File: src/rtl/vga_fb_arbiter_if.sv
// ----------------------------------------------------------------------------
// vga_fb_arbiter_if
// Bundles the text-writer handshake and the character-RAM bus of the
// frame-buffer arbiter.
//
//   wr_req / wr_addr / wr_data   writer request, held stable until wr_ack
//   wr_ack / wr_err              one-cycle completion pulse (+ range error)
//   ram_en / ram_we / ram_addr / ram_wdata   single-port RAM access
//   ram_rdata                    RAM read data, one cycle after the read
//
// Modports:
//   slave  : the arbiter (consumes requests, drives the RAM bus)
//   master : the environment (writer + RAM)
// ----------------------------------------------------------------------------
interface vga_fb_arbiter_if #(
   parameter int ADDR_W = 12,
   parameter int DATA_W = 8
) ();
   logic              wr_req;
   logic [ADDR_W-1:0] wr_addr;
   logic [DATA_W-1:0] wr_data;
   logic              wr_ack;
   logic              wr_err;
   logic              ram_en;
   logic              ram_we;
   logic [ADDR_W-1:0] ram_addr;
   logic [DATA_W-1:0] ram_wdata;
   logic [DATA_W-1:0] ram_rdata;

   modport slave (
      input  wr_req, wr_addr, wr_data, ram_rdata,
      output wr_ack, wr_err, ram_en, ram_we, ram_addr, ram_wdata
   );

   modport master (
      output wr_req, wr_addr, wr_data, ram_rdata,
      input  wr_ack, wr_err, ram_en, ram_we, ram_addr, ram_wdata
   );
endinterface

File: src/rtl/vga_fb_arbiter.sv
// ----------------------------------------------------------------------------
// vga_fb_arbiter
// Shares one single-port character RAM between VGA scan-out fetch and a text
// writer / built-in clear-screen sequencer. Display fetch owns every cycle
// with h<640, v<480, h[2:0]==0; all other cycles are writer slots.
//
// Ports:
//   clk_25     pixel clock
//   reset      synchronous, active-high reset
//   h_count    horizontal count 0..799
//   v_count    vertical count 0..524
//   clr_req    start clear-screen (sampled in IDLE only)
//   clr_busy   high while the clear sequence runs
//   char_code  fetched character for the glyph stage
//   char_valid one-cycle pulse, high in the cycle char_code carries new data
//   bus        writer handshake + RAM bus (vga_fb_arbiter_if.slave)
//   stall_cnt  (only with FB_ARB_STALL_CNT_EN) saturating count of cycles in
//              which wr_req was high but not serviced
//
// Optional feature macro: FB_ARB_STALL_CNT_EN
//
// Fetch timing: address driven in slot cycle t, RAM data returns in t+1 and
// is registered at the end of t+1, so char_code and char_valid both change
// together at the start of t+2.
// ----------------------------------------------------------------------------
module vga_fb_arbiter #(
   parameter int                COLS       = 80,
   parameter int                ROWS       = 30,
   parameter int                ADDR_W     = 12,
   parameter int                DATA_W     = 8,
   parameter logic [DATA_W-1:0] CLEAR_CHAR = 8'h20
) (
   input  logic              clk_25,
   input  logic              reset,
   input  logic [15:0]       h_count,
   input  logic [15:0]       v_count,
   input  logic              clr_req,
   output logic              clr_busy,
   output logic [DATA_W-1:0] char_code,
   output logic              char_valid,
`ifdef FB_ARB_STALL_CNT_EN
   output logic [15:0]       stall_cnt,
`endif
   vga_fb_arbiter_if.slave   bus
);

   localparam int                TILES     = COLS * ROWS;
   localparam logic [ADDR_W:0]   TILES_W   = (ADDR_W+1)'(TILES);
   localparam logic [ADDR_W-1:0] LAST_TILE = ADDR_W'(TILES - 1);
   localparam logic [15:0]       H_ACTIVE  = 16'(COLS * 8);
   localparam logic [15:0]       V_ACTIVE  = 16'(ROWS * 16);

   localparam logic [1:0] ST_IDLE  = 2'd0;
   localparam logic [1:0] ST_ACK   = 2'd1;
   localparam logic [1:0] ST_CLEAR = 2'd2;

   logic [1:0]        state_reg;
   logic [ADDR_W-1:0] clr_ptr_reg;
   logic              clr_busy_reg;
   logic              wr_ack_reg;
   logic              wr_err_reg;
   logic              fetch_pend_reg;
   logic              char_valid_reg;
   logic [DATA_W-1:0] char_code_reg;

   logic              display_slot;
   logic              wr_in_range;
   logic              writer_service;
   logic              clear_write;
   logic [ADDR_W-1:0] tile_row;
   logic [ADDR_W-1:0] tile_col;
   logic [ADDR_W-1:0] fetch_addr;

   assign display_slot = (h_count < H_ACTIVE) && (v_count < V_ACTIVE) &&
                         (h_count[2:0] == 3'd0);

   assign tile_row = v_count[ADDR_W+3:4];
   assign tile_col = h_count[ADDR_W+2:3];

   // Row * COLS: the standard 80-column mode uses two shifts (64 + 16).
   generate
      if (COLS == 80) begin : g_mul80
         assign fetch_addr = (tile_row << 6) + (tile_row << 4) + tile_col;
      end else begin : g_mul
         assign fetch_addr = tile_row * ADDR_W'(COLS) + tile_col;
      end
   endgenerate

   assign wr_in_range = ({1'b0, bus.wr_addr} < TILES_W);

   // clr_req beats a simultaneous wr_req; a request is only consumed in
   // IDLE during a writer slot (out-of-range requests are acked without
   // touching the RAM).
   assign writer_service = (state_reg == ST_IDLE) && !clr_req &&
                           !display_slot && bus.wr_req;
   assign clear_write    = (state_reg == ST_CLEAR) && !display_slot;

   always_comb begin
      bus.ram_en    = 1'b0;
      bus.ram_we    = 1'b0;
      bus.ram_addr  = '0;
      bus.ram_wdata = '0;
      if (!reset) begin
         if (display_slot) begin
            bus.ram_en   = 1'b1;
            bus.ram_addr = fetch_addr;
         end else if (clear_write) begin
            bus.ram_en    = 1'b1;
            bus.ram_we    = 1'b1;
            bus.ram_addr  = clr_ptr_reg;
            bus.ram_wdata = CLEAR_CHAR;
         end else if (writer_service && wr_in_range) begin
            bus.ram_en    = 1'b1;
            bus.ram_we    = 1'b1;
            bus.ram_addr  = bus.wr_addr;
            bus.ram_wdata = bus.wr_data;
         end
      end
   end

   always_ff @(posedge clk_25) begin
      if (reset) begin
         state_reg      <= ST_IDLE;
         clr_ptr_reg    <= '0;
         clr_busy_reg   <= 1'b0;
         wr_ack_reg     <= 1'b0;
         wr_err_reg     <= 1'b0;
         fetch_pend_reg <= 1'b0;
         char_valid_reg <= 1'b0;
         char_code_reg  <= '0;
      end else begin
         fetch_pend_reg <= display_slot;
         char_valid_reg <= fetch_pend_reg;
         if (fetch_pend_reg) begin
            char_code_reg <= bus.ram_rdata;
         end
         wr_ack_reg <= writer_service;
         wr_err_reg <= writer_service && !wr_in_range;

         case (state_reg)
            ST_IDLE: begin
               if (clr_req) begin
                  state_reg    <= ST_CLEAR;
                  clr_ptr_reg  <= '0;
                  clr_busy_reg <= 1'b1;
               end else if (writer_service) begin
                  state_reg <= ST_ACK;
               end
            end
            ST_ACK: begin
               state_reg <= ST_IDLE;
            end
            ST_CLEAR: begin
               if (clear_write) begin
                  if (clr_ptr_reg == LAST_TILE) begin
                     state_reg    <= ST_IDLE;
                     clr_ptr_reg  <= '0;
                     clr_busy_reg <= 1'b0;
                  end else begin
                     clr_ptr_reg <= clr_ptr_reg + ADDR_W'(1);
                  end
               end
            end
            default: begin
               state_reg <= ST_IDLE;
            end
         endcase
      end
   end

`ifdef FB_ARB_STALL_CNT_EN
   logic [15:0] stall_cnt_reg;

   always_ff @(posedge clk_25) begin
      if (reset) begin
         stall_cnt_reg <= '0;
      end else if (bus.wr_req && !writer_service && (stall_cnt_reg != 16'hFFFF)) begin
         stall_cnt_reg <= stall_cnt_reg + 16'd1;
      end
   end

   assign stall_cnt = stall_cnt_reg;
`endif

   assign bus.wr_ack = wr_ack_reg;
   assign bus.wr_err = wr_err_reg;
   assign clr_busy   = clr_busy_reg;
   assign char_code  = char_code_reg;
   assign char_valid = char_valid_reg;

endmodule

File: src/flat_wrapper.sv
// flat-port wrapper written by rule: the top's interface ports become plain ports
module vga_fb_arbiter_flat 
#(
   parameter int                COLS       = 80,
   parameter int                ROWS       = 30,
   parameter int                ADDR_W     = 12,
   parameter int                DATA_W     = 8,
   parameter logic [DATA_W-1:0] CLEAR_CHAR = 8'h20
)
  (clk_25, reset, h_count, v_count, clr_req, clr_busy, char_code, char_valid, bus_wr_req, bus_wr_addr, bus_wr_data, bus_ram_rdata, bus_wr_ack, bus_wr_err, bus_ram_en, bus_ram_we, bus_ram_addr, bus_ram_wdata);
  vga_fb_arbiter_if #(.ADDR_W(ADDR_W), .DATA_W(DATA_W)) bus_i ();
  input  logic clk_25;
  input  logic reset;
  input  logic [15:0] h_count;
  input  logic [15:0] v_count;
  input  logic clr_req;
  output logic clr_busy;
  output logic [DATA_W-1:0] char_code;
  output logic char_valid;
  input wire logic [$bits(bus_i.wr_req)-1:0] bus_wr_req;
  input wire logic [$bits(bus_i.wr_addr)-1:0] bus_wr_addr;
  input wire logic [$bits(bus_i.wr_data)-1:0] bus_wr_data;
  input wire logic [$bits(bus_i.ram_rdata)-1:0] bus_ram_rdata;
  output wire logic [$bits(bus_i.wr_ack)-1:0] bus_wr_ack;
  output wire logic [$bits(bus_i.wr_err)-1:0] bus_wr_err;
  output wire logic [$bits(bus_i.ram_en)-1:0] bus_ram_en;
  output wire logic [$bits(bus_i.ram_we)-1:0] bus_ram_we;
  output wire logic [$bits(bus_i.ram_addr)-1:0] bus_ram_addr;
  output wire logic [$bits(bus_i.ram_wdata)-1:0] bus_ram_wdata;
  assign bus_i.wr_req = bus_wr_req;
  assign bus_i.wr_addr = bus_wr_addr;
  assign bus_i.wr_data = bus_wr_data;
  assign bus_i.ram_rdata = bus_ram_rdata;
  assign bus_wr_ack = bus_i.wr_ack;
  assign bus_wr_err = bus_i.wr_err;
  assign bus_ram_en = bus_i.ram_en;
  assign bus_ram_we = bus_i.ram_we;
  assign bus_ram_addr = bus_i.ram_addr;
  assign bus_ram_wdata = bus_i.ram_wdata;
  vga_fb_arbiter #(.COLS(COLS), .ROWS(ROWS), .ADDR_W(ADDR_W), .DATA_W(DATA_W), .CLEAR_CHAR(CLEAR_CHAR)) u_core (.clk_25(clk_25), .reset(reset), .h_count(h_count), .v_count(v_count), .clr_req(clr_req), .clr_busy(clr_busy), .char_code(char_code), .char_valid(char_valid), .bus(bus_i));
endmodule
File: config.mk
export PLATFORM = sky130hd
export DESIGN_NAME = vga_fb_arbiter_flat
export DESIGN_NICKNAME = d
export VERILOG_FILES = /design/src/rtl/vga_fb_arbiter_if.sv /design/src/rtl/vga_fb_arbiter.sv /design/src/flat_wrapper.sv
export SDC_FILE = /design/constraint.sdc
export NUM_CORES = 1
export LEC_CHECK = 0
export ABC_AREA = 1
export CORE_ASPECT_RATIO = 0.6
export CORE_MARGIN = 5
export CORE_UTILIZATION = 35
export DETAILED_ROUTE_END_ITERATION = 16
export GPL_ROUTABILITY_DRIVEN = 0
export GPL_TIMING_DRIVEN = 0
export MAX_ROUTING_LAYER = met4
export PLACE_DENSITY = 0.72
export SLEW_MARGIN = 25
export SYNTH_ARGS = -nofsm -noshare
export SYNTH_HDL_FRONTEND = slang
export SYNTH_SLANG_ARGS = --single-unit
File: constraint.sdc
create_clock -name clk_25 -period 3.75 [get_ports clk_25]
set_clock_uncertainty 0.1 [all_clocks]
set_input_delay 0.75 -clock clk_25 [delete_from_list [all_inputs] [get_ports clk_25]]
set_output_delay 0.75 -clock clk_25 [all_outputs]
set_load 0.05 [all_outputs]
## Word-level counts from Yosys, hierarchy flattened

Cells that the tools add are included.
Widths: inputs -> output; s select.

| cells by class | value |
|---|---|
| add/subtract/negate cells | 3 |
| magnitude comparators | 3 |
| equal/unequal tests | 6 |
| muxes and demuxes | 27 |
| reduce and logical (&&, ||, !) cells | 17 |

Operators with widths:

| cell | number |
|---|---|
| $mux 12 | 7 |
| $mux 8 | 4 |
| $add 12x12->12 | 2 |
| $pmux 12 s2 | 1 |
| $lt 16x10->1 const B | 1 |
| $lt 16x9->1 const B | 1 |
| $add 12x1->12 const B | 1 |
| $eq 12x12->1 const B | 1 |
| $lt 12x12->1 const B | 1 |
| $mux 1 | 9 |
| $logic_and 1x1->1 | 8 |
| $mux 2 | 4 |
| $reduce_and 3->1 | 2 |
| $ne 2x2->1 const B | 2 |
| $pmux 2 s2 | 1 |
| $reduce_and 4->1 | 1 |
| $logic_not 1->1 | 3 |
| $logic_not 3->1 | 1 |
| $ne 3x2->1 const B | 1 |
| $eq 2x2->1 const B | 1 |
| $logic_not 2->1 | 1 |
| $ne 2x1->1 const B | 1 |
| $pmux 1 s2 | 1 |
| $reduce_bool 2->1 | 1 |

| word-level totals | value |
|---|---|
| register bits | 27 |
| input port bits | 64 |
| output and inout bits | 34 |
| word-level logic and storage cells | 64 |

## Depth between registers and ports, before layout

Gate-level depths: netlist of run 1.

| logic depth | value |
|---|---|
| word-level depth | 11 |
| mapped depth | 11 |
| depth with buffers taken out | 11 |

## Worst setup path after synthesis of run 1

OpenSTA, ideal clock, no wires.

| timing | value |
|---|---|
| kind | input-to-output |
| from | input port h_count[9] |
| to | output port bus_ram_addr[11] |
| arrival time | 2.793 ns |
| required time | 2.900 ns |
| path slack | 0.107 ns |
| stages | 10 |
| path buffers | 0 |
| cells stage by stage | fa_1 -> inv_1 -> fa_1 -> inv_1 -> nand2_1 -> nand2_1 -> nand2_1 -> nand3_1 -> nand2_1 -> nor2_1 |

| on the way | value |
|---|---|
| cells in the longest elaborated chain, start to end | 11 |
| elaborated cells between the ends (all ways) | 13 |
| those cells by class | 1 x add/sub; 1 x order compare; 4 x mux; 7 x reduce/logical |

RTL lines:

| what | line | source |
|---|---|---|
| start: declaration | flat_wrapper.sv:14 | `input logic [15:0] h_count;` |
| $lt 16x10->1 | vga_fb_arbiter.sv:74 | `assign display_slot = (h_count < H_ACTIVE) && (v_count < V_ACTIVE) &&` |
| $logic_and 1x1->1 (2 in a row) | vga_fb_arbiter.sv:74 |  |
| $logic_not 1->1 | vga_fb_arbiter.sv:95, vga_fb_arbiter.sv:96 |  |
| $logic_and 1x1->1 | vga_fb_arbiter.sv:94 | `assign writer_service = (state_reg == ST_IDLE) && !clr_req &&` |
| $logic_and 1x1->1 | vga_fb_arbiter.sv:95 | `!display_slot && bus.wr_req;` |
| $logic_and 1x1->1 | vga_fb_arbiter.sv:112 | `end else if (writer_service && wr_in_range) begin` |
| $mux 12 | vga_fb_arbiter.sv:112 |  |
| $mux 12 | vga_fb_arbiter.sv:107 | `end else if (clear_write) begin` |
| $mux 12 * | vga_fb_arbiter.sv:104 | `if (display_slot) begin` |
| $mux 12 * | vga_fb_arbiter.sv:103 | `if (!reset) begin` |
| end: declaration | flat_wrapper.sv:28 | `output wire logic [$bits(bus_i.ram_addr)-1:0] bus_ram_addr;` |

Every way passes the cells marked *; elsewhere a longest branch is shown, timed or not.

## Worst setup path in the final report of run 1

| timing | value |
|---|---|
| from | input port h_count[13] |
| to | output port bus_ram_addr[11] |

Same word-level chain as after synthesis.

==> results.json, run 1 <==
{
  "placement.setup.worst_slack_ns": -0.819,
  "hold-path-cell-count": 2,
  "worstPathCellList": "clkdlybuf4s50_1 -> fa_1 -> ha_4 -> nand2_1 -> o21a_1 -> nand2_1 -> nand2_1 -> nand3_1 -> nand2_1 -> nor2_2 -> buf_6",
  "slowest_delay_ns": 0.50,
  "top_level_ports": 98,
  "critical_path.most_common_cell": "sky130_fd_sc_hd__nand2_1",
  "setup.reg_to_reg.worst_slack_ns": 1.88,
  "synth_top_cells_by_area": "sky130_fd_sc_hd__dfxtp_1 23%, sky130_fd_sc_hd__nand2_1 14%, sky130_fd_sc_hd__nor2_1 11%",
  "leakage_dissipation_nw": 1.47,
  "tritoncts": "done",
  "vias": 2839,
  "start_util_pct": 35.7,
  "post-route-worst-setup-slack_ns": 0.0715,
  "reg2reg_from": "u_core.clr_ptr_reg[0]",
  "num_antenna_cells": 0,
  "cts.sink_count": 27,
  "post-route-util_pct": 53.7,
  "relSlewSlack_pct": 62.5,
  "final-seq-area_um2": 541,
  "worst_hold_slack_ns": 0.375,
  "setup_violations": 0,
  "run_status": "completed",
  "critical_path_peak_fanout": 3,
  "final_nets": 560,
  "worst_pin_slew_ns": 0.562,
  "synth_cell_types": 33,
  "die-area_mm2": 0.00855,
  "drt-initial-drc-count": 188,
  "final_layout_size_suffix_gt1_share_pct": 13.3,
  "timing.critical_path.slowest_stage_cell": "sky130_fd_sc_hd__clkdlybuf4s50_1",
  "place_inst": 563,
  "critical_path.n_buffers_inverters": 2,
  "cts_made_buffers": 3,
  "ant_nets": 0,
  "wire_length_of_the_first_global_routing_pass_mm": 13.0,
  "final_hold_viol_count": 0,
  "insertion_delay_ns": 0.27,
  "worst-r2r-cell-count": 8,
  "fin_crit_ns": 3.68,
  "synth_largest_area_cell": "sky130_fd_sc_hd__dfxtp_1",
  "r2r_end": "u_core.clr_ptr_reg[8]",
  "root_buffer": "sky130_fd_sc_hd__clkbuf_16",
  "cts_hold_buffers": 0,
  "detail_route.wirelength_mm": 8.26,
  "placementRows": 23,
  "dp_hpwl_mm": 6.55,
  "hold_class": "reg -> reg",
  "min_to": "u_core.clr_busy",
  "firstDrtPassIters": 5,
  "syn_area_per_cell_um2": 6.15,
  "post_synth_inst_count": 384,
  "largest_net_degree_at_the_start_of_global_routing": 18,
  "ys_seq_elements": 27,
  "worst-endpoint-arrival_ns": 2.83,
  "fmax_ghz": 0.272,
  "clockBufferDepth": 2,
  "worst_path_dominant_cell_family": "adder cells",
  "crit_start_category": "input pin",
  "yosys_warnings": 0,
  "crit_type": "in -> out",
  "critical_path_required_ns": 2.90,
  "path_clk_slew_ns": 0.07,
  "die_w_um": 116,
  "worstSetupEndpointType": "primary output",
  "number_of_antenna_violations_at_the_first_check_in_global_routing": 0,
  "final.fill_count": 661,
  "drcViolationCount": 0,
  "maximum_level_of_the_cts_h_tree": 1,
  "synth_top_cell_area_share_pct": 22.9,
  "avgViaCountPerCell": 5.01,
  "synth_seq_area_share_pct": 22.9,
  "area_growth_syn_to_layout_pct": 50.3,
  "global_route_total_usage_across_every_layer_pct": 19.8,
  "post-cts-setup-buffers": 0,
  "slew_viol_final": 0,
  "grt_remaining_overflow": 0,
  "vdd_ir_drop_max_mv": 0.146,
  "worstHoldStart": "u_core.clr_busy",
  "syn_area_mm2": 0.00236,
  "first_global_vias": 2651,
  "power_density_mw_per_mm2": 255,
  "core_mm2": 0.00662,
  "largest_register_ff_count": 12,
  "drv.max_cap_violation_count": 0,
  "rsz0062_at_grt": "yes",
  "instances_no_fill": 567,
  "multiInputGateArea_mm2": 0.00167,
  "chipHeight_um": 73.7,
  "detail_route.wl_per_cell_um": 14.6,
  "io_buffer_count": 92,
  "timing.final.crit_share_pct": 98.1,
  "synth_fp_nets": 463
}
[area by class of cell]
type | instances | share of cell area, %
Multi-Input combinational cell | 300 | 47.0
Timing Repair Buffer | 92 | 25.4
Sequential cell | 27 | 15.2
Inverter | 42 | 4.44
Tap cell | 87 | 3.06
Buffer | 15 | 2.61
Clock buffer | 3 | 2.11
Clock inverter | 1 | 0.246
[layout by cell type, fill, tap and decap left out, types with 2 or more instances in the layout]
| cell | netlist | final |
|---|---|---|
| sky130_fd_sc_hd__xor2_1 | 6 | 6 |
| sky130_fd_sc_hd__nor3_2 | 2 | 2 |
| sky130_fd_sc_hd__clkbuf_16 | 0 | 3 |
| sky130_fd_sc_hd__dfxtp_1 | 27 | 27 |
| sky130_fd_sc_hd__a21oi_1 | 28 | 26 |
| sky130_fd_sc_hd__nand2_4 | 3 | 3 |
| sky130_fd_sc_hd__inv_1 | 38 | 38 |
| sky130_fd_sc_hd__clkdlybuf4s15_2 | 0 | 9 |
| sky130_fd_sc_hd__nor2_1 | 72 | 69 |
| sky130_fd_sc_hd__o21ai_0 | 24 | 23 |
| sky130_fd_sc_hd__or2_2 | 2 | 2 |
| sky130_fd_sc_hd__dlygate4sd2_1 | 0 | 9 |
| sky130_fd_sc_hd__nand3_1 | 33 | 33 |
| sky130_fd_sc_hd__nand2_2 | 3 | 3 |
| sky130_fd_sc_hd__buf_6 | 4 | 8 |
| sky130_fd_sc_hd__nor2_2 | 0 | 3 |
| sky130_fd_sc_hd__nor2_4 | 3 | 3 |
| sky130_fd_sc_hd__nand2_1 | 88 | 88 |
| sky130_fd_sc_hd__a21oi_2 | 2 | 4 |
| sky130_fd_sc_hd__clkdlybuf4s50_1 | 0 | 59 |
| sky130_fd_sc_hd__inv_2 | 3 | 3 |
| sky130_fd_sc_hd__fa_1 | 6 | 5 |
| sky130_fd_sc_hd__clkbuf_2 | 1 | 6 |
| sky130_fd_sc_hd__nor3_1 | 5 | 5 |
| sky130_fd_sc_hd__buf_2 | 4 | 5 |
| sky130_fd_sc_hd__ha_1 | 9 | 3 |
| sky130_fd_sc_hd__xnor2_1 | 2 | 2 |
| sky130_fd_sc_hd__ha_4 | 0 | 6 |
| sky130_fd_sc_hd__clkbuf_1 | 5 | 5 |
| sky130_fd_sc_hd__nand4_1 | 4 | 4 |
| sky130_fd_sc_hd__dlymetal6s2s_1 | 0 | 3 |
| sky130_fd_sc_hd__o21bai_1 | 2 | 2 |
[repair_timing]
| action | 4_1_cts | 5_1_grt |
|---|---|---|
| setup endpoints to repair | 22 | 20 |
| pin swaps | 4 | 8 |
| gates resized for setup | 82 | 31 |
[where the power goes]
| part | switching, mW | internal [mW] | total, mW |
|---|---|---|---|
| Sequential | 0.00603 | 0.292 | 0.298 |
| Clock | 0.113 | 0.148 | 0.261 |
| Combinational | 0.193 | 0.156 | 0.348 |
| Total | 0.312 | 0.596 | 0.908 |
[worst max path at each step]
stage / slack, ns / endpoint / depth (start not counted) / startpoint
floorplan: 0.11 / bus_ram_addr[11] / 10 / h_count[9]
global placement: -0.78 / bus_ram_addr[9] / 10 / h_count[9]
detailed placement: -0.82 / bus_ram_addr[9] / 10 / v_count[8]
CTS: 0.0001 / bus_ram_addr[1] / 10 / v_count[10]
global route: -0.06 / bus_ram_addr[11] / 13 / h_count[8]
finish: 0.07 / bus_ram_addr[11] / 11 / h_count[13]
[worst min-delay path: cells and delay by family, from the launching register on]
family          cells  cell delay (ns)
simple gates        1             0.06
flops               1             0.32
compound gates      1             0.05
[per-layer routing]
metal,share of wire (%),GRT usage (%),vias up
met2,42,28.7,129
met5,0,-,-
met4,1.1,3.86,0
met3,9.5,4.61,9
li1,-,-,1418
met1,47,28.2,1283
[cell families after synthesis]
family | Yosys count | share of synthesized area (%)
compound gates | 60 | 13.6
simple gates | 217 | 40.1
fa+ha+maj | 15 | 9.85
flops | 27 | 22.9
xor+xnor | 8 | 2.96
buf+inv | 57 | 10.6
[through the flow]
stage / cell area (um2) / total power [mW] / setup TNS, ns
after floorplan: 2360 / 0.493 / 0
after global placement: 3390 / 0.618 / -9.05
after detailed placement: 3390 / 0.624 / -9.90
after CTS: 3500 / 0.891 / 0
after global routing: 3550 / 0.950 / -0.214
final: 3550 / 0.908 / 0
[Yosys cell counts]
master,n
sky130_fd_sc_hd__clkbuf_2,1
sky130_fd_sc_hd__a21oi_1,28
sky130_fd_sc_hd__nand2_1,88
sky130_fd_sc_hd__o21ai_0,24
sky130_fd_sc_hd__dfxtp_1,27
sky130_fd_sc_hd__a31oi_1,1
sky130_fd_sc_hd__and2_1,1
sky130_fd_sc_hd__nor3_2,2
sky130_fd_sc_hd__a21boi_0,1
sky130_fd_sc_hd__xnor2_1,2
sky130_fd_sc_hd__nand4_1,4
sky130_fd_sc_hd__inv_2,3
sky130_fd_sc_hd__nor3b_1,1
sky130_fd_sc_hd__xor2_1,6
sky130_fd_sc_hd__buf_1,1
sky130_fd_sc_hd__fa_1,6
sky130_fd_sc_hd__nand2_4,3
sky130_fd_sc_hd__o21a_1,1
sky130_fd_sc_hd__ha_1,9
sky130_fd_sc_hd__buf_6,4
sky130_fd_sc_hd__nor2_4,3
sky130_fd_sc_hd__nor2_1,72
sky130_fd_sc_hd__inv_1,38
sky130_fd_sc_hd__o21bai_1,2
sky130_fd_sc_hd__a21oi_2,2
sky130_fd_sc_hd__buf_2,4
sky130_fd_sc_hd__o211ai_1,1
sky130_fd_sc_hd__nand3_1,33
sky130_fd_sc_hd__clkbuf_1,5
sky130_fd_sc_hd__nand2_2,3
sky130_fd_sc_hd__or2_2,2
sky130_fd_sc_hd__nor3_1,5
sky130_fd_sc_hd__clkinv_1,1
Power figures use the tool's default switching activity.
==> run 2, diff against run 1 <==
CAP_MARGIN = 0   (was default)
CELL_PAD_IN_SITES_DETAIL_PLACEMENT = 1   (was default)
CELL_PAD_IN_SITES_GLOBAL_PLACEMENT = 2   (was default)
CORE_UTILIZATION = 21   (was 35)
PLACE_DENSITY = 0.83   (was 0.72)
SLEW_MARGIN = 20   (was 25)
==> results.json, run 2 (synthesized netlist as in run 1, its figures left out) <==
{
  "power_density_mw_per_mm2": 254,
  "hold_class": "reg -> reg",
  "setup_violations": 0,
  "dp_hpwl_mm": 8.20,
  "worst-endpoint-arrival_ns": 2.80,
  "tritoncts": "done",
  "final_hold_viol_count": 0,
  "drv.max_cap_violation_count": 0,
  "wire_length_of_the_first_global_routing_pass_mm": 15.9,
  "post-route-worst-setup-slack_ns": 0.0993,
  "start_util_pct": 21.2,
  "drcViolationCount": 0,
  "finalSetupTns_ns": 0,
  "root_buffer": "sky130_fd_sc_hd__clkbuf_16",
  "chipHeight_um": 92.2,
  "critical_path_required_ns": 2.90,
  "top_level_ports": 98,
  "critical_path.most_common_cell": "sky130_fd_sc_hd__nand2_1",
  "global_route_total_usage_across_every_layer_pct": 14.8,
  "avgViaCountPerCell": 4.49,
  "number_of_antenna_violations_at_the_first_check_in_global_routing": 0,
  "insertion_delay_ns": 0.26,
  "path_clk_slew_ns": 0.07,
  "worstPathCellList": "dlygate4sd2_1 -> fa_1 -> ha_4 -> nand2_1 -> nand2_1 -> a31oi_1 -> xor2_1 -> nand2_1 -> nand2_1 -> nor2_1 -> buf_2",
  "ant_nets": 0,
  "vias": 2813,
  "fmax_ghz": 0.274,
  "cts.sink_count": 27,
  "largest_net_degree_at_the_start_of_global_routing": 15,
  "slowest_delay_ns": 0.58,
  "critical_path_peak_fanout": 5,
  "clockBufferDepth": 2,
  "largest_register_ff_count": 12,
  "placementRows": 30,
  "final_nets": 562,
  "rsz0062_at_grt": "yes",
  "core_mm2": 0.0111,
  "detail_route.wirelength_mm": 9.85,
  "placement.setup.worst_slack_ns": -0.851,
  "switching_share_pct": 34.1,
  "cts_made_buffers": 3,
  "internal-power_uw": 596,
  "final_cell_mix": "88 x sky130_fd_sc_hd__nand2_1, 72 x sky130_fd_sc_hd__nor2_1, 57 x sky130_fd_sc_hd__clkdlybuf4s50_1",
  "detail_route.wl_per_cell_um": 15.7,
  "fin_crit_ns": 3.65,
  "power_frac_clock_pct": 27.5,
  "timing.critical_path.slowest_stage_cell": "sky130_fd_sc_hd__fa_1",
  "drt-initial-drc-count": 108,
  "leakage_dissipation_nw": 1.49,
  "timing.final.crit_share_pct": 97.4,
  "pwr-share-comb_pct": 39.6,
  "slew_viol_final": 0,
  "crit_start_category": "input pin",
  "die-area_mm2": 0.0135,
  "worst_pin_slew_ns": 0.569,
  "relSlewSlack_pct": 62.0,
  "crit_type": "in -> out",
  "post-route-util_pct": 32.0,
  "critical_path.n_buffers_inverters": 2,
  "firstDrtPassIters": 4,
  "power.switching_uw": 309,
  "run_status": "completed",
  "worstSetupEndpointType": "primary output",
  "area_growth_syn_to_layout_pct": 51.0,
  "die_w_um": 147,
  "layout.cells.most_common": "sky130_fd_sc_hd__nand2_1",
  "cts_hold_buffers": 0,
  "worst_path_dominant_cell_family": "adder cells",
  "maximum_level_of_the_cts_h_tree": 1,
  "final_layout_size_suffix_gt1_share_pct": 13.1,
  "vdd_ir_drop_max_mv": 0.184,
  "num_antenna_cells": 0,
  "io_buffer_count": 92,
  "power.sequential.fraction_pct": 32.9,
  "first_global_vias": 3034,
  "grt_remaining_overflow": 0,
  "final.fill_count": 1426
}
==> run 2: what timing repair did <==
action                                 4_1_cts  5_1_grt
endpoints found under the hold margin        0        0
buffers inserted                             1        1
setup endpoints to repair                   22       21
pin swaps                                    9        9
gates resized for setup                     74       35
==> run 2: final timing paths <==
kind	startpoint	end	slack, ns	cells past startpoint
setup reg to reg	u_core.clr_ptr_reg[0]	u_core.clr_busy	1.79	8
hold / removal	u_core.clr_busy	u_core.clr_busy	0.38	2
setup / recovery	v_count[5]	bus_ram_addr[8]	0.1	11
hold reg to reg	u_core.clr_busy	u_core.clr_busy	0.38	2
==> run 2: worst min-delay path, delay by kind of cell, from the launching register on <==
family / cells / cell delay, ns
AO/OA/AOI/OAI: 1 / 0.05
flip-flops: 1 / 0.32
AND/OR/NAND/NOR: 1 / 0.06
==> run 2: cell type report <==
cell class,count,area (um2),share of cell area (%)
Clock buffer,4,78.8,2.21
Tap cell,144,180,5.05
Timing Repair Buffer,94,857,24.0
Sequential cell,27,541,15.1
Multi-Input combinational cell,300,1660,46.6
Buffer,15,92.6,2.59
Inverter,42,158,4.42
==> run 2: routing by layer <==
metal,track usage (%),vias to the layer above,part of all wire (%)
li1,-,1421,-
met2,22.1,57,42
met1,20.9,1331,52
met5,-,-,0
met3,4.00,4,6.5
met4,0.930,0,0.37
==> run 2: power groups by stage <==
stage / Clock (mW) / Sequential, mW / Combinational [mW]
floorplan: 0 / 0.309 / 0.184
finish: 0.249 / 0.298 / 0.359
global route: 0.268 / 0.299 / 0.394
detailed placement: 0 / 0.304 / 0.331
global placement: 0 / 0.304 / 0.324
CTS: 0.253 / 0.298 / 0.350
==> run 2: stage by stage <==
step / hold WS, ns / instances / power (mW) / cell area, um2
after floorplan: 0.387 / 384 / 0.493 / 2360
after global placement: 0.360 / 620 / 0.628 / 3460
after detailed placement: 0.361 / 620 / 0.636 / 3460
after CTS: 0.386 / 625 / 0.901 / 3570
after global routing: 0.418 / 626 / 0.960 / 3570
final: 0.378 / 626 / 0.905 / 3570
==> run 3, diff against run 2 <==
CORE_UTILIZATION = 23   (was 21)
PLACE_DENSITY = 0.9   (was 0.83)
clock period = 4.3 ns   (was 3.75 ns; I/O delays follow)
==> results.json, run 3 (synthesized netlist as in run 1, its figures left out) <==
{
  "path_clk_slew_ns": 0.07,
  "final_layout_size_suffix_gt1_share_pct": 7.92,
  "root_buffer": "sky130_fd_sc_hd__clkbuf_16",
  "critical_path_required_ns": 3.34,
  "number_of_antenna_violations_at_the_first_check_in_global_routing": 0,
  "worst-endpoint-arrival_ns": 3.21,
  "crit_type": "in -> out",
  "vdd_ir_drop_max_mv": 0.168,
  "detail_route.wl_per_cell_um": 15.3,
  "layout.cells.most_common": "sky130_fd_sc_hd__nand2_1",
  "drt-initial-drc-count": 126,
  "drv.max_cap_violation_count": 0,
  "maximum_level_of_the_cts_h_tree": 1,
  "largest_register_ff_count": 12,
  "worst-r2r-cell-count": 8,
  "dp_hpwl_mm": 7.97,
  "dpl_cell_area_mm2": 0.00345,
  "cts_made_buffers": 3,
  "hold-path-cell-count": 2,
  "global_route_total_usage_across_every_layer_pct": 15.9,
  "final_nets": 560,
  "instances_no_fill": 615,
  "rsz0062_at_grt": "no",
  "final_cell_area_mm2": 0.00354,
  "pwr-share-comb_pct": 37.5,
  "avgViaCountPerCell": 4.67,
  "first_global_vias": 2920,
  "power_density_mw_per_mm2": 218,
  "area_growth_syn_to_layout_pct": 50.0,
  "run_status": "completed",
  "crit_start_category": "input pin",
  "top_level_ports": 98,
  "power.sequential.fraction_pct": 33.6,
  "tritoncts": "done",
  "largest_net_degree_at_the_start_of_global_routing": 17,
  "finalSetupTns_ns": 0,
  "chipHeight_um": 88.5,
  "cts.sink_count": 27,
  "timing.final.crit_share_pct": 96.9,
  "cts_hold_buffers": 0,
  "ant_nets": 0,
  "relSlewSlack_pct": 61.2,
  "io_buffer_count": 92,
  "wire_length_of_the_first_global_routing_pass_mm": 15.3,
  "slew_viol_final": 0,
  "power_frac_clock_pct": 29.0,
  "core_mm2": 0.00995,
  "worstSetupEndpointType": "primary output",
  "leakage_dissipation_nw": 1.58,
  "final_hold_viol_count": 0,
  "clockBufferDepth": 2,
  "worst_pin_slew_ns": 0.583,
  "hold_class": "reg -> reg",
  "die_w_um": 141,
  "place_inst": 611,
  "num_antenna_cells": 0,
  "firstDrtPassIters": 4,
  "fmax_ghz": 0.240,
  "grt_remaining_overflow": 0,
  "setup_violations": 0,
  "post-layout-total-power_uw": 773,
  "drcViolationCount": 0,
  "insertion_delay_ns": 0.27,
  "vias": 2870,
  "fin_crit_ns": 4.17,
  "die-area_mm2": 0.0125,
  "power.switching_uw": 267,
  "placementRows": 28,
  "critical_path_peak_fanout": 2,
  "switching_share_pct": 34.6,
  "final_cell_mix": "88 x sky130_fd_sc_hd__nand2_1, 72 x sky130_fd_sc_hd__nor2_1, 68 x sky130_fd_sc_hd__clkdlybuf4s50_1",
  "internal-power_uw": 506,
  "start_util_pct": 23.8,
  "detail_route.wirelength_mm": 9.41
}
run 3: cell types whose count changed in the layout (fill, tap and decap cells not counted), moves of 2 or more:
cell | previous run | this run
sky130_fd_sc_hd__clkbuf_2 | 15 | 1
sky130_fd_sc_hd__clkdlybuf4s50_1 | 57 | 68
sky130_fd_sc_hd__ha_1 | 2 | 8
sky130_fd_sc_hd__dlymetal6s2s_1 | 3 | 8
sky130_fd_sc_hd__ha_4 | 6 | 1
sky130_fd_sc_hd__buf_6 | 7 | 5
sky130_fd_sc_hd__clkdlybuf4s15_2 | 2 | 0
run 3: cell type report:
type	instances	area (um2)
Clock buffer	3	75.1
Tap cell	135	169
Fill cell	1283	6400
Timing Repair Buffer	92	915
Inverter	42	158
Clock inverter	1	7.51
Buffer	15	92.6
Multi-Input combinational cell	300	1590
Sequential cell	27	541
run 3: power by group through the flow:
stage	combinational [mW]	clock, mW	sequential, mW
finish	0.289	0.224	0.260
global route	0.322	0.241	0.261
CTS	0.287	0.231	0.260
detailed placement	0.289	0	0.266
global placement	0.281	0	0.265
floorplan	0.161	0	0.269
run 3: worst paths after layout:
kind	endpoint	slack (ns)	from
max	bus_ram_addr[6]	0.13	h_count[9]
min	u_core.clr_busy	0.37	u_core.clr_busy
max reg2reg	u_core.clr_ptr_reg[5]	2.42	u_core.clr_ptr_reg[0]
min reg2reg	u_core.clr_busy	0.37	u_core.clr_busy
run 3: worst max-delay path, cell delays in order:
cell and delay [ns]:
sky130_fd_sc_hd__clkdlybuf4s50_1 0.46, sky130_fd_sc_hd__fa_1 0.58, sky130_fd_sc_hd__inv_1 0.07, sky130_fd_sc_hd__fa_2 0.46, sky130_fd_sc_hd__nand2_1 0.08, sky130_fd_sc_hd__nand2_1 0.06, sky130_fd_sc_hd__a21oi_2 0.12, sky130_fd_sc_hd__clkdlybuf4s15_1 0.51
run 3: what timing repair did:
action                                  in CTS  in global routing
gates cloned                                 0                  0
setup buffers                                0                  0
endpoints found under the setup margin      16                 12
resized for setup                           32                 24
run 3: metal layers:
| layer | vias to the layer above | wire (um) | global-route usage (%) | part of all wire (%) |
|---|---|---|---|---|
| li1 | 1418 | - | - | - |
| met1 | 1380 | 5030 | 23.5 | 53 |
| met2 | 68 | 3810 | 22.9 | 40 |
| met3 | 4 | 516 | 2.65 | 5.5 |
| met4 | 0 | 56 | 2.37 | 0.59 |
| met5 | - | 0 | - | 0 |
run 3: through the flow:
step / utilization [%] / hold WS [ns] / setup WS, ns
detailed placement: 34.7 / 0.369 / -0.492
global placement: 34.7 / 0.366 / -0.460
finish: 35.6 / 0.372 / 0.134
CTS: 35.3 / 0.387 / 0.0000953
floorplan: - / 0.387 / 0.437
global route: 35.6 / 0.418 / 0.00675
